**src/rtl/spi_pkg.sv**
```systemverilog
// spi_pkg: shared definitions for the single-byte SPI master.
//   - state_t        : transfer FSM states (IDLE, XFER)
//   - DATA_WIDTH_DEF : default bits per transfer
//   - NUM_SLAVES_DEF : default number of chip-select lines
//   - CS_IDLE        : chip-select vector with every slave deselected
package spi_pkg;

  localparam int DATA_WIDTH_DEF = 8;
  localparam int NUM_SLAVES_DEF = 3;

  typedef enum logic {
    IDLE = 1'b0,
    XFER = 1'b1
  } state_t;

  localparam logic [NUM_SLAVES_DEF-1:0] CS_IDLE = {NUM_SLAVES_DEF{1'b1}};

endpackage : spi_pkg

```
**src/rtl/spi_master.sv**
```systemverilog
// spi_master: single-byte SPI master, mode 0, LSB first, up to NUM_SLAVES
// slaves selected through active-low chip selects.
//
// Ports:
//   clk                 in   system clock, also the source of sclk
//   reset               in   asynchronous active-high reset
//   start               in   transfer request, sampled on rising clk
//   slaveSelect[1:0]    in   target slave index; out-of-range values ignored
//   masterDataToSend    in   transmit word, captured when a transfer starts
//   masterDataReceived  out  live receive shift register
//   sclk                out  SPI clock, clk gated by the transfer window
//   CS[0:N-1]           out  registered active-low chip selects
//   MOSI                out  serial data to slave (LSB of tx shift register)
//   MISO                in   serial data from slave, sampled on falling clk
//
// Timing (P_k = k-th rising clk edge of a transfer, N_k = falling edge after P_k):
//   P0 load tx / drop CS, P1..P7 shift MOSI, N1..N8 sample MISO, P9 release CS.
module spi_master
  import spi_pkg::*;
#(
  parameter int DATA_WIDTH = DATA_WIDTH_DEF,
  parameter int NUM_SLAVES = NUM_SLAVES_DEF
) (
  input  logic                  clk,
  input  logic                  reset,
  input  logic                  start,
  input  logic [1:0]            slaveSelect,
  input  logic [DATA_WIDTH-1:0] masterDataToSend,
  output logic [DATA_WIDTH-1:0] masterDataReceived,
  output logic                  sclk,
  output logic [0:NUM_SLAVES-1] CS,
  output logic                  MOSI,
  input  logic                  MISO
);

  localparam int CNT_W = $clog2(DATA_WIDTH + 1);
  localparam logic [CNT_W-1:0] CNT_ZERO = {CNT_W{1'b0}};
  localparam logic [CNT_W-1:0] CNT_ONE  = CNT_W'(1);
  localparam logic [CNT_W-1:0] CNT_LAST = CNT_W'(DATA_WIDTH);
  // Deselect level taken from the package constant, widened to this instance.
  localparam logic [0:NUM_SLAVES-1] CS_OFF = {NUM_SLAVES{CS_IDLE[0]}};

  state_t                state_q, state_d;
  logic [CNT_W-1:0]      cnt_q, cnt_d;
  logic [DATA_WIDTH-1:0] tx_q, tx_d;
  logic [0:NUM_SLAVES-1] cs_q, cs_d;
  logic                  sclk_en_q, sclk_en_d;
  logic [DATA_WIDTH-1:0] rx_q, rx_d;
  logic                  sel_valid;

  // Chip-select vector with only the addressed slave driven low.
  function automatic logic [0:NUM_SLAVES-1] cs_select(input logic [1:0] sel);
    logic [0:NUM_SLAVES-1] v;
    v      = CS_OFF;
    v[sel] = 1'b0;
    return v;
  endfunction

  assign sel_valid = ({1'b0, slaveSelect} < 3'(NUM_SLAVES));

  // Next-state logic: FSM, bit counter, tx shift register and chip selects.
  always_comb begin
    state_d = state_q;
    cnt_d   = cnt_q;
    tx_d    = tx_q;
    cs_d    = cs_q;
    case (state_q)
      IDLE: begin
        cs_d = CS_OFF;
        if (start && sel_valid) begin
          state_d = XFER;
          cnt_d   = CNT_ZERO;
          tx_d    = masterDataToSend;
          cs_d    = cs_select(slaveSelect);
        end else begin
          state_d = IDLE;
        end
      end
      XFER: begin
        if (cnt_q == CNT_LAST) begin
          // P9: all bits exchanged, release the slave.
          state_d = IDLE;
          cs_d    = CS_OFF;
        end else begin
          cnt_d = cnt_q + CNT_ONE;
          // Only P1..P7 shift; at P8 the last bit stays on MOSI for N8... no,
          // bit 7 is already on MOSI since P7 and simply holds.
          if (cnt_q < (CNT_LAST - CNT_ONE)) begin
            tx_d = {1'b0, tx_q[DATA_WIDTH-1:1]};
          end else begin
            tx_d = tx_q;
          end
        end
      end
      default: begin
        state_d = IDLE;
        cs_d    = CS_OFF;
      end
    endcase
  end

  // Falling-edge next-state: sclk window enable and MISO shift-in.
  always_comb begin
    sclk_en_d = 1'b0;
    rx_d      = rx_q;
    // Enabled from N0 to N7 so sclk pulses exactly in the high phases after P1..P8.
    if ((state_q == XFER) && (cnt_q != CNT_LAST)) begin
      sclk_en_d = 1'b1;
    end else begin
      sclk_en_d = 1'b0;
    end
    // N0 (counter still zero) precedes the first sclk rise and is skipped.
    if ((state_q == XFER) && (cnt_q != CNT_ZERO)) begin
      rx_d = {MISO, rx_q[DATA_WIDTH-1:1]};
    end else begin
      rx_d = rx_q;
    end
  end

  // Rising-edge registers: FSM state, bit counter, tx shift register, chip selects.
  always_ff @(posedge clk or posedge reset) begin
    if (reset) begin
      state_q <= IDLE;
      cnt_q   <= CNT_ZERO;
      tx_q    <= {DATA_WIDTH{1'b0}};
      cs_q    <= CS_OFF;
    end else begin
      state_q <= state_d;
      cnt_q   <= cnt_d;
      tx_q    <= tx_d;
      cs_q    <= cs_d;
    end
  end

  // Falling-edge registers: sclk enable and receive shift register.
  always_ff @(negedge clk or posedge reset) begin
    if (reset) begin
      sclk_en_q <= 1'b0;
      rx_q      <= {DATA_WIDTH{1'b0}};
    end else begin
      sclk_en_q <= sclk_en_d;
      rx_q      <= rx_d;
    end
  end

  // The enable only changes while clk is low, so the gated clock cannot glitch.
  assign sclk               = clk & sclk_en_q;
  assign CS                 = cs_q;
  assign MOSI               = tx_q[0];
  assign masterDataReceived = rx_q;

endmodule : spi_master

```
**config.mk**
```make
export PLATFORM = sky130hd
export DESIGN_NAME = spi_master
export DESIGN_NICKNAME = d
export VERILOG_FILES = /design/src/rtl/spi_pkg.sv /design/src/rtl/spi_master.sv
export SDC_FILE = /design/constraint.sdc
export NUM_CORES = 1
export LEC_CHECK = 0
export CORE_MARGIN = 5
export CORE_UTILIZATION = 50
export CTS_CLUSTER_DIAMETER = 30
export DETAILED_ROUTE_END_ITERATION = 16
export GPL_ROUTABILITY_DRIVEN = 0
export GPL_TIMING_DRIVEN = 0
export PLACE_DENSITY_LB_ADDON = 0.15
export SYNTH_ARGS = -nofsm -noshare
export SYNTH_HDL_FRONTEND = slang
export SYNTH_SLANG_ARGS = --single-unit
```
**constraint.sdc**
```tcl
create_clock -name clk -period 4.5 [get_ports clk]
set_input_delay 0.45 -clock clk [delete_from_list [all_inputs] [get_ports clk]]
set_output_delay 0.45 -clock clk [all_outputs]
set_load 0.1 [all_outputs]
```
# [Word-level counts from Yosys, hierarchy flattened]
# Index checks and enable logic that the tools add are counted.
[totals] register_bits=25 output_inout_bits=13
[op_classes] bitwise_logic=4 eq_ne=6 order_cmp=4 reduce_logical=7 n_mux=16 addsub=1
[ops] op="2-to-1 mux 8 bit" n=3
[ops] op="case mux 8 bit (2 select lines)" n=1
[ops] op="2-to-1 mux 4 bit" n=2
[ops] op="case mux 4 bit (2 select lines)" n=1
[ops] op="2-to-1 mux 3 bit" n=2
[ops] op="case mux 3 bit (2 select lines)" n=1
[ops] op="adder 4 x 1 -> 4 bit (second input constant)" n=1
[ops] op="equality test 4 bit (second input constant)" n=1
[ops] op="logical AND 1 bit" n=4
[ops] op="less-than comparator 4 x 3 -> 1 bit (second input constant)" n=1
[ops] op="2-to-1 mux 1 bit" n=4
[ops] op="inequality test 2 x 1 -> 1 bit (second input constant)" n=2
[ops] op="inequality test 2 bit (second input constant)" n=2
[ops] op="inequality test 4 bit (second input constant)" n=1
[ops] op="nonzero test 4 bit" n=1
[ops] op="greater-or-equal comparator 3 bit (second input constant)" n=1
[ops] op="less-than comparator 3 x 1 -> 1 bit (second input constant)" n=1
[ops] op="inverter 2 -> 3 bit" n=1
[ops] op="inverter 3 bit" n=1
[ops] op="AND reduction 3 bit" n=1
[ops] op="demux 1 bit (select 2 bit)" n=1
[ops] op="less-than comparator 2 bit (second input constant)" n=1
[ops] op="case mux 1 bit (2 select lines)" n=1
[ops] op="AND reduction 2 bit" n=1
[ops] op="2 further kinds" n=2

# [Depth between registers and ports, before layout]
[depth] depth_word=8 mapped_depth=5

==> flow_summary.toml <==
[critical_path]
cp_data_required_time_ns = 4.05
crit_chain = "dlygate4sd2_1"
path_buf_inv = 1
path_depth = 1
worstRegToRegCells = 5
worstPathArrival_ns = 3.99
cp_top_family = "buffers and inverters"
path_max_fanout = 3
worstSetupEndpointType = "primary output"
critPathKind = "reg -> out"
cpMaxStageDelayCell = "dlygate4sd2_1"
cp_slowest_stage_delay_ns = 0.86
crit_path_start_kind = "flip-flop"

[placed_design]
io_buffers = 26
placed_area_sq_um = 1460
hpwl_um = 1451

[sta]
tightestPinTransition_ns = 0.9680
hold_viol = 0
relSlewSlack_pct = 35.27
tns_ns = 0
setup_viol_count_final = 0
rsz0062_at_grt = "false"
clock_skew_ns = 0.006532
maxSlewViolCount = 0

[outcome]
status = "completed"

[global_routing]
grt_pass1_wl_um = 3546
antenna_found_initial = 0
grt-ovfl-total = 0
grt_max_degree = 26
grt_pass1_vias = 829
grt.total_usage_pct = 13.69

[logic_synthesis]
ys_async_sr_fraction_pct = 100.0
yosysSeqAreaShare_pct = 54.03
synthTopCellsByCount = "mux2_2, dfrtp_1, dfrtn_1"
synth.most_common_cell = "mux2_2"
syn_area_sq_um = 1165
yosys.area.top_type = "dfrtp_1"
yosysTopAreaCellShare_pct = 27.93
ys_types = 23
ys_top_cells_by_area = "dfrtp_1, mux2_2, dfrtn_1"
syn_inst = 85
syn_nets = 101
synth-seq-cells = 25
synth-edff-count = 0
synth_top_flop_cell = "dfrtp_1"
avgSynthCellArea_sq_um = 13.70
yosys_warnings = 0

[cells_and_area]
fin_nets = 135
num_antenna_cells = 0
fin_area_sq_um = 1494
fillers = 176
syn2layout_area_growth_pct = 28.25
drive_gt1_share_pct = 35.59

[floorplan]
rows = 17
die_area_sq_um = 3395
ios = 27
core_sq_um = 2212
fp.dieW_um = 58.27
die_y_um = 58.27
start_util_pct = 52.66

[route]
viasPerCell = 5.110
drc = 0
wl_per_cell_um = 13.83
wirelength_um = 2019
vias = 746
antenna_left = 0
first_iter_violations = 10
dr.pass1.iters = 2

[clock_tree]
clkTransAtPathRegs_ns = 0.09
clock_latency_ns = 0.43
postCtsSetupBuffers = 0
cts_tree = "done"

[min_path]
hold_depth = 1
hp-class = "reg -> reg"

[flow_run]
drv_cap = 0
[area by class of cell]
| type | count | area [sq um] | area share (%) |
|---|---|---|---|
| flip-flops and latches | 25 | 629.4 | 42.13 |
| clock buffers | 8 | 53.80 | 3.601 |
| repair buffers | 25 | 240.2 | 16.08 |
| inverters | 6 | 22.52 | 1.508 |
| plain buffers | 2 | 18.77 | 1.256 |
| well taps | 28 | 35.03 | 2.345 |
| multi-input cells | 52 | 494.2 | 33.08 |
[cell families after synthesis]
logic type	count (synthesis)	share of synthesized area, %
AOI/OAI and AO/OA	11	8.809
xor gates and xnor gates	1	0.7520
adders and majority gates	2	2.148
buffers and inverters	8	3.545
DFF	25	54.03
muxes	25	24.17
and+or+nand+nor	13	6.553
[final timing paths]
kind | end | startpoint | slack (ns)
max | masterDataReceived[1] | masterDataReceived[1]$_DFFE_NP0P_ | 0.06
min | masterDataReceived[0]$_DFFE_NP0P_ | masterDataReceived[0]$_DFFE_NP0P_ | 0.46
max reg2reg | masterDataReceived[7]$_DFFE_NP0P_ | cnt_q[0]$_DFFE_PP0P_ | 0.56
min reg2reg | masterDataReceived[0]$_DFFE_NP0P_ | masterDataReceived[0]$_DFFE_NP0P_ | 0.46
max in group asynchronous | masterDataReceived[4]$_DFFE_NP0P_ | reset | 1.27
min in group asynchronous | cnt_q[1]$_DFFE_PP0P_ | reset | 0.51
[timing repair]
action / CTS / global route
resized for setup: 9 / 2
hold buffers: 0 / 0
setup endpoints to repair: 10 / 2
[through the flow]
| stage | util (%) | std cells | setup WS (ns) | hold slack (ns) |
|---|---|---|---|---|
| after floorplan | - | 85 | 0.7003 | 0.4737 |
| after global placement | 66.01 | 139 | 0.2236 | 0.4530 |
| after detailed placement | 66.01 | 139 | 0.2273 | 0.4599 |
| after CTS | 67.70 | 146 | 0.02420 | 0.4622 |
| after global routing | 67.53 | 146 | 0.002509 | 0.5005 |
| final | 67.53 | 146 | 0.06467 | 0.4649 |
[routing by layer]
layer / up-vias / wire, um / GRT usage, %
met3: 2 / 80 / 3.563
met2: 17 / 974 / 22.01
met1: 364 / 949 / 16.97
li1: 363 / - / -
met5: - / 0 / 0
met4: 0 / 15 / 6.623
[cell usage in the layout (no fill, tap or decap), types with 2 or more instances in the layout]
cell type        count
clkdlybuf4s50_1     17
dlygate4sd2_1        8
mux2_2              25
nor2_1               2
a21oi_1              4
dfstp_2              3
nand2b_1             2
dfrtp_1             13
dfrtn_1              9
ha_1                 2
nand2_1              4
o21ai_2              2
inv_1                6
clkbuf_4             6
o32a_1               2
[state kept, by name, indices dropped and copies added, names as in the netlist]
register,flops
CS,3
masterDataReceived,8
state_q,1
tx_q,8
cnt_q,4
sclk_en_q,1
Power is left out: the tool's default activity adds up to more than one toggle a clock period on the data nets, which glitch-free logic cannot reach.
==> patch 1 (same flow settings) <==
`DATA_WIDTH_DEF`: 8 -> 4.
--- a/src/rtl/spi_pkg.sv
+++ b/src/rtl/spi_pkg.sv
@@ -5,7 +5,7 @@
 //   - CS_IDLE        : chip-select vector with every slave deselected
 package spi_pkg;
 
-  localparam int DATA_WIDTH_DEF = 8;
+  localparam int DATA_WIDTH_DEF = 4;
   localparam int NUM_SLAVES_DEF = 3;
 
   typedef enum logic {
Interface: changed (resized masterDataReceived and masterDataToSend); port bits go from 27 to 19. No check against the original RTL was run, so the function may have changed too.
==> patch 1 against the original RTL <==
  * Utilization rose by 0.068 points
  * Synthesized area decreased by 36%
  * Sequential cell count down 9
  * Non-clock buffer count decreased by 9
  * Global-route usage is 0.74 points higher
  * Cell area is 33% lower
  * Critical path depth rose by 1
  * Setup slack improved by 0.013 ns
  * Wire length shrank 31%
  * Largest cell class unchanged
  * Highest routed layer unchanged
Power is left out: the tool's default activity adds up to more than one toggle a clock period on the data nets, which glitch-free logic cannot reach.
==> patch 1: results (changes against the original RTL) <==
cts:
  cts.reportedPaths.clkPinSlew_ns: 0.09  # about the same
  clock_insertion_delay_worst_skew_ns: 0.42
  post_cts_resize_count: 5  # -4
  cts_tree: "yes"
worst_setup_path:
  worst-r2r-setup-slack_ns: 0.69  # +0.13 ns
  worstSetupStartpoint: "sclk_en_q"
  capture_point_of_the_critical_path: "sclk"
  r2r_start: "cnt_q[0]"
  worst-endpoint-arrival_ns: 3.97  # -0.02 ns
  rr_endpoint: "masterDataReceived[3]"
  critical_path.max_fanout: 1  # -2
worst_hold_path:
  worst_hold_path_type: "in2async"
timing:
  finClkSkew_ns: 0.0164  # +0.00988 ns
  slew_headroom: 0.352  # -0.000959
  postLayoutSetupSlackWorst_ns: 0.0774  # +0.0127 ns
  whs_ns: 0.386  # -0.0788 ns
placed_design:
  place_inst: 91  # -35%
  dpl_cell_area_um2: 951  # -35%
  numPortBuffers: 18  # -31%
  preCtsSetupSlack_ns: 0.218  # -0.00905 ns
run_status:
  run_status: "finished clean"
detailed_routing:
  drt_first_pass_iters: 4  # +2
  drtIter0Drc: 9  # -1
  via_per_inst: 5.36  # +4.8%
  wl_met1_um: 569  # -40%
  wl_per_cell_um: 14.1  # +2.1%
  met3_wirelength_um: 102  # +28%
  top_layer: "met4"
  met2RoutedLength_um: 675  # -31%
logic_synthesis:
  synth-compound-area-share: 0.145  # +0.0569
  yosysWarningCount: 0  # unchanged
  post_synthesis_share_of_cell_area_spent_on_full_adders_half_adders_and_majority_gates: 0.0333  # +0.0119
  commonest_cells_in_the_netlist: "11 x mux2_2, 8 x dfrtp_1, 6 x inv_1"
  synth_sequential_area_ratio: 0.538  # -0.00195
  synth.mux.area_fraction: 0.165  # -0.0767
  post_synth_xor_area_fraction: 0  # -0.00752
  synthesis.nets: 69  # -32%
  synth_top_cells_by_area: "dfrtp_1 27%, dfrtn_1 17%, mux2_2 16%, dfstp_2 11%, ha_1 3.3%"
  synth-async-reset-ratio: 1.00  # unchanged
  syn_area_per_cell_um2: 13.2  # -3.9%
  post_synth_num_cell_types: 23  # unchanged
finish:
  design.final.nets: 95  # -30%
  final-instance-count-excl-fill: 98  # -33%
  n_fill_cell: 116  # -34%
  layout-drive-gt1-share: 0.341  # -0.0145
grt:
  grt_start_max_net_pins: 17  # -35%
  wire_length_of_the_first_global_routing_pass_um: 2470  # -30%
  antenna_violations_before_repair: 0  # unchanged
  globalRouteTotalUtil: 0.144  # +0.00735
  number_of_global_route_vias_before_repair: 592  # -29%
[patch 1: changes by cell type after synthesis, moves of 2 or more]
cell,unedited run,this run
dfrtn_1,9,5
nand2_1,4,2
a21oi_1,4,2
o21ai_2,2,0
mux2_2,25,11
dfrtp_1,13,8
nor2_1,2,4
[patch 1: layer usage]
| layer | track usage | up-vias |
|---|---|---|
| li1 | - | 248 |
| met1 | 0.136 | 256 |
| met2 | 0.211 | 17 |
| met3 | 0.0951 | 4 |
| met4 | 0.126 | 0 |
| met5 | 0 | - |
[patch 1: area by class of cell]
type | count | area (um2) | area share
well taps | 16 | 20.0 | 0.0201
inverters | 7 | 28.8 | 0.0289
repair buffers | 17 | 165 | 0.166
flip-flops and latches | 16 | 404 | 0.406
plain buffers | 1 | 11.3 | 0.0113
multi-input cells | 33 | 307 | 0.308
clock buffers | 8 | 58.8 | 0.0591
[patch 1: worst max-delay path: stages (launching register included)]
cell,delay (ns)
dfrtn_1,0.38
and2_1,0.10
clkdlybuf4s15_1,0.81
==> patch 2 (same settings) <==
Without the edit above. Reset style: synchronous (`reset`), changed in 2 clocked blocks. Comments in the files are not updated.
--- a/src/rtl/spi_master.sv
+++ b/src/rtl/spi_master.sv
@@ -118,7 +118,7 @@
   end
 
   // Rising-edge registers: FSM state, bit counter, tx shift register, chip selects.
-  always_ff @(posedge clk or posedge reset) begin
+  always_ff @(posedge clk) begin
     if (reset) begin
       state_q <= IDLE;
       cnt_q   <= CNT_ZERO;
@@ -133,7 +133,7 @@
   end
 
   // Falling-edge registers: sclk enable and receive shift register.
-  always_ff @(negedge clk or posedge reset) begin
+  always_ff @(negedge clk) begin
     if (reset) begin
       sclk_en_q <= 1'b0;
       rx_q      <= {DATA_WIDTH{1'b0}};
Function: not checked (the comparison handles one clock edge and no latches or derived clocks); the edit may change what the design does.
==> patch 2 against the original RTL <==
  * Synthesized area rose by 3.8%
  * Die area increased by 3.1%
  * Wire length is 21% higher
  * Sequential cell count unchanged
  * Register-to-register slack improved by 0.28 ns
  * Setup slack better by 0.021 ns
  * Cell area up 5.3%
  * Critical path depth stayed put
==> patch 2: results (changes against the original RTL) <==
run_status:
  run_status: "finished clean"
detailed_routing:
  drtIter0Drc: 38  # +28
  dr_total_vias: 1011  # +36%
  wl_per_cell_um: 12.9  # -7.1%
  drt_first_pass_iters: 4  # +2
grt:
  number_of_global_route_vias_before_repair: 1050  # +27%
  globalRouteTotalUtil: 0.163  # +0.0266
  grt_start_max_net_pins: 16  # -38%
  wire_length_of_the_first_global_routing_pass_um: 4300  # +21%
timing:
  finClkSkew_ns: 0.0930  # +0.0864 ns
  max_slew.worst_pin.slew_ns: 0.967  # -0.00101 ns
  whs_ns: 0.478  # +0.0130 ns
cts:
  cts.reportedPaths.clkPinSlew_ns: 0.07  # -0.02 ns
  clock_insertion_delay_worst_skew_ns: 0.53  # +0.10 ns
worst_setup_path:
  r2r_start: "cnt_q[0]"
  rr_endpoint: "sclk_en_q"
  worst-endpoint-arrival_ns: 3.96  # -0.03 ns
  critical_path.max_fanout: 2  # -1
  worst-r2r-cell-count: 5  # unchanged
  worst-r2r-setup-slack_ns: 0.84  # +0.28 ns
logic_synthesis:
  synth-compound-area-share: 0.107  # +0.0185
  synth_sequential_area_ratio: 0.414  # -0.126
  post_synth_xor_area_fraction: 0.00725  # -0.000272
  synthesis.nets: 137  # +36%
  commonest_cells_in_the_netlist: "25 x dfxtp_1, 16 x mux2i_1, 12 x nor2_1"
  synth_top_cells_by_area: "dfxtp_1 41%, mux2i_1 13%, mux2_2 6.5%, nand2b_1 5.7%, nor2b_1 4.1%"
  post_synthesis_share_of_cell_area_spent_on_full_adders_half_adders_and_majority_gates: 0.0207  # -0.000778
  synth-async-reset-ratio: 0  # -1.00
  synth.mux.area_fraction: 0.198  # -0.0440
  post_synth_num_cell_types: 31  # +35%
finish:
  design.final.nets: 179  # +33%
  layout-drive-gt1-share: 0.142  # -0.214
  n_fill_cell: 200  # +14%
worst_hold_path:
  hold_path_startpoint: "masterDataReceived[5]"
  number_of_instances_on_the_worst_hold_path: 2  # +1
  min_delay_worst_endpoint: "masterDataReceived[4]"
power_and_ir_drop:
  power_leakage_nw: 0.658
placed_design:
  place_hpwl_um: 1840  # +27%
  dpl_cell_area_um2: 1500  # +3.0%
  preCtsSetupSlack_ns: 0.301  # +0.0735 ns
floorplanning:
  fp.dieArea_um2: 3500  # +3.1%
[patch 2: changes by cell type after synthesis, moves of 10 or more]
cell     delta
dfxtp_1    +25
nor2_1     +10
mux2_2     -18
dfrtp_1    -13
mux2i_1    +16
[patch 2: stage by stage]
stage | instances | power [mW]
floorplan | 121 | 0.326
global placement | 175 | 0.352
detailed placement | 175 | 0.354
CTS | 190 | 0.527
global route | 190 | 0.555
finish | 190 | 0.518
[patch 2: how the worst max path moves through the flow]
stage                           from                     to  slack (ns)  cells after the start
6_report       masterDataReceived[6]  masterDataReceived[6]        0.09                      1
5_1_grt        masterDataReceived[6]  masterDataReceived[6]        0.02                      1
3_3_place_gp               sclk_en_q                   sclk        0.30                      2
2_1_floorplan              sclk_en_q                   sclk        0.78                      1
4_1_cts                    sclk_en_q                   sclk       0.008                      2
3_5_place_dp               sclk_en_q                   sclk        0.30                      2
[patch 2: layer usage]
layer | vias to the layer above | global-route usage | wire length [um]
li1 | 503 | - | -
met1 | 474 | 0.177 | 1020
met2 | 27 | 0.267 | 1240
met3 | 7 | 0.0675 | 147
met4 | 0 | 0.0939 | 34
met5 | - | 0 | 0
[patch 2: worst min-delay path, delay by kind of cell, from the launching register on]
family,cells,cell delay (ns)
multiplexers,1,0.07
flip-flops,1,0.30
AND/OR/NAND/NOR,1,0.08
[patch 2: cells by family (layout without fill, tap and decap cells)]
group           count (synthesis)  in the layout
simple gates                   46             46
flops                          25             25
compound gates                 12             12
buf+inv                        12             53
xor+xnor                        1              1
fa+ha+maj                       2              2
mux                            23             23
[patch 2: power by group through the flow]
stage	clock (mW)	sequential (mW)	combinational, mW
floorplan	0.0240	0.254	0.0475
global placement	0.0264	0.241	0.0845
detailed placement	0.0264	0.241	0.0860
CTS	0.205	0.237	0.0861
global route	0.225	0.238	0.0921
finish	0.196	0.237	0.0853
[patch 2: timing repair]
item	in CTS	in global routing
gates cloned	0	0
gates resized for setup	9	2
pin swaps	0	0
setup endpoints to repair	10	2
[patch 2: cell type report]
| cell class | count | area (um2) | area share |
|---|---|---|---|
| multi-input combinational | 84 | 658 | 0.418 |
| sequential | 25 | 500 | 0.318 |
| timing repair buffer | 25 | 240 | 0.153 |
| clock buffer | 7 | 50.0 | 0.0318 |
| clock inverter | 10 | 42.5 | 0.0270 |
| tap | 28 | 35.0 | 0.0223 |
| buffer | 5 | 23.8 | 0.0151 |
| inverter | 6 | 22.5 | 0.0143 |
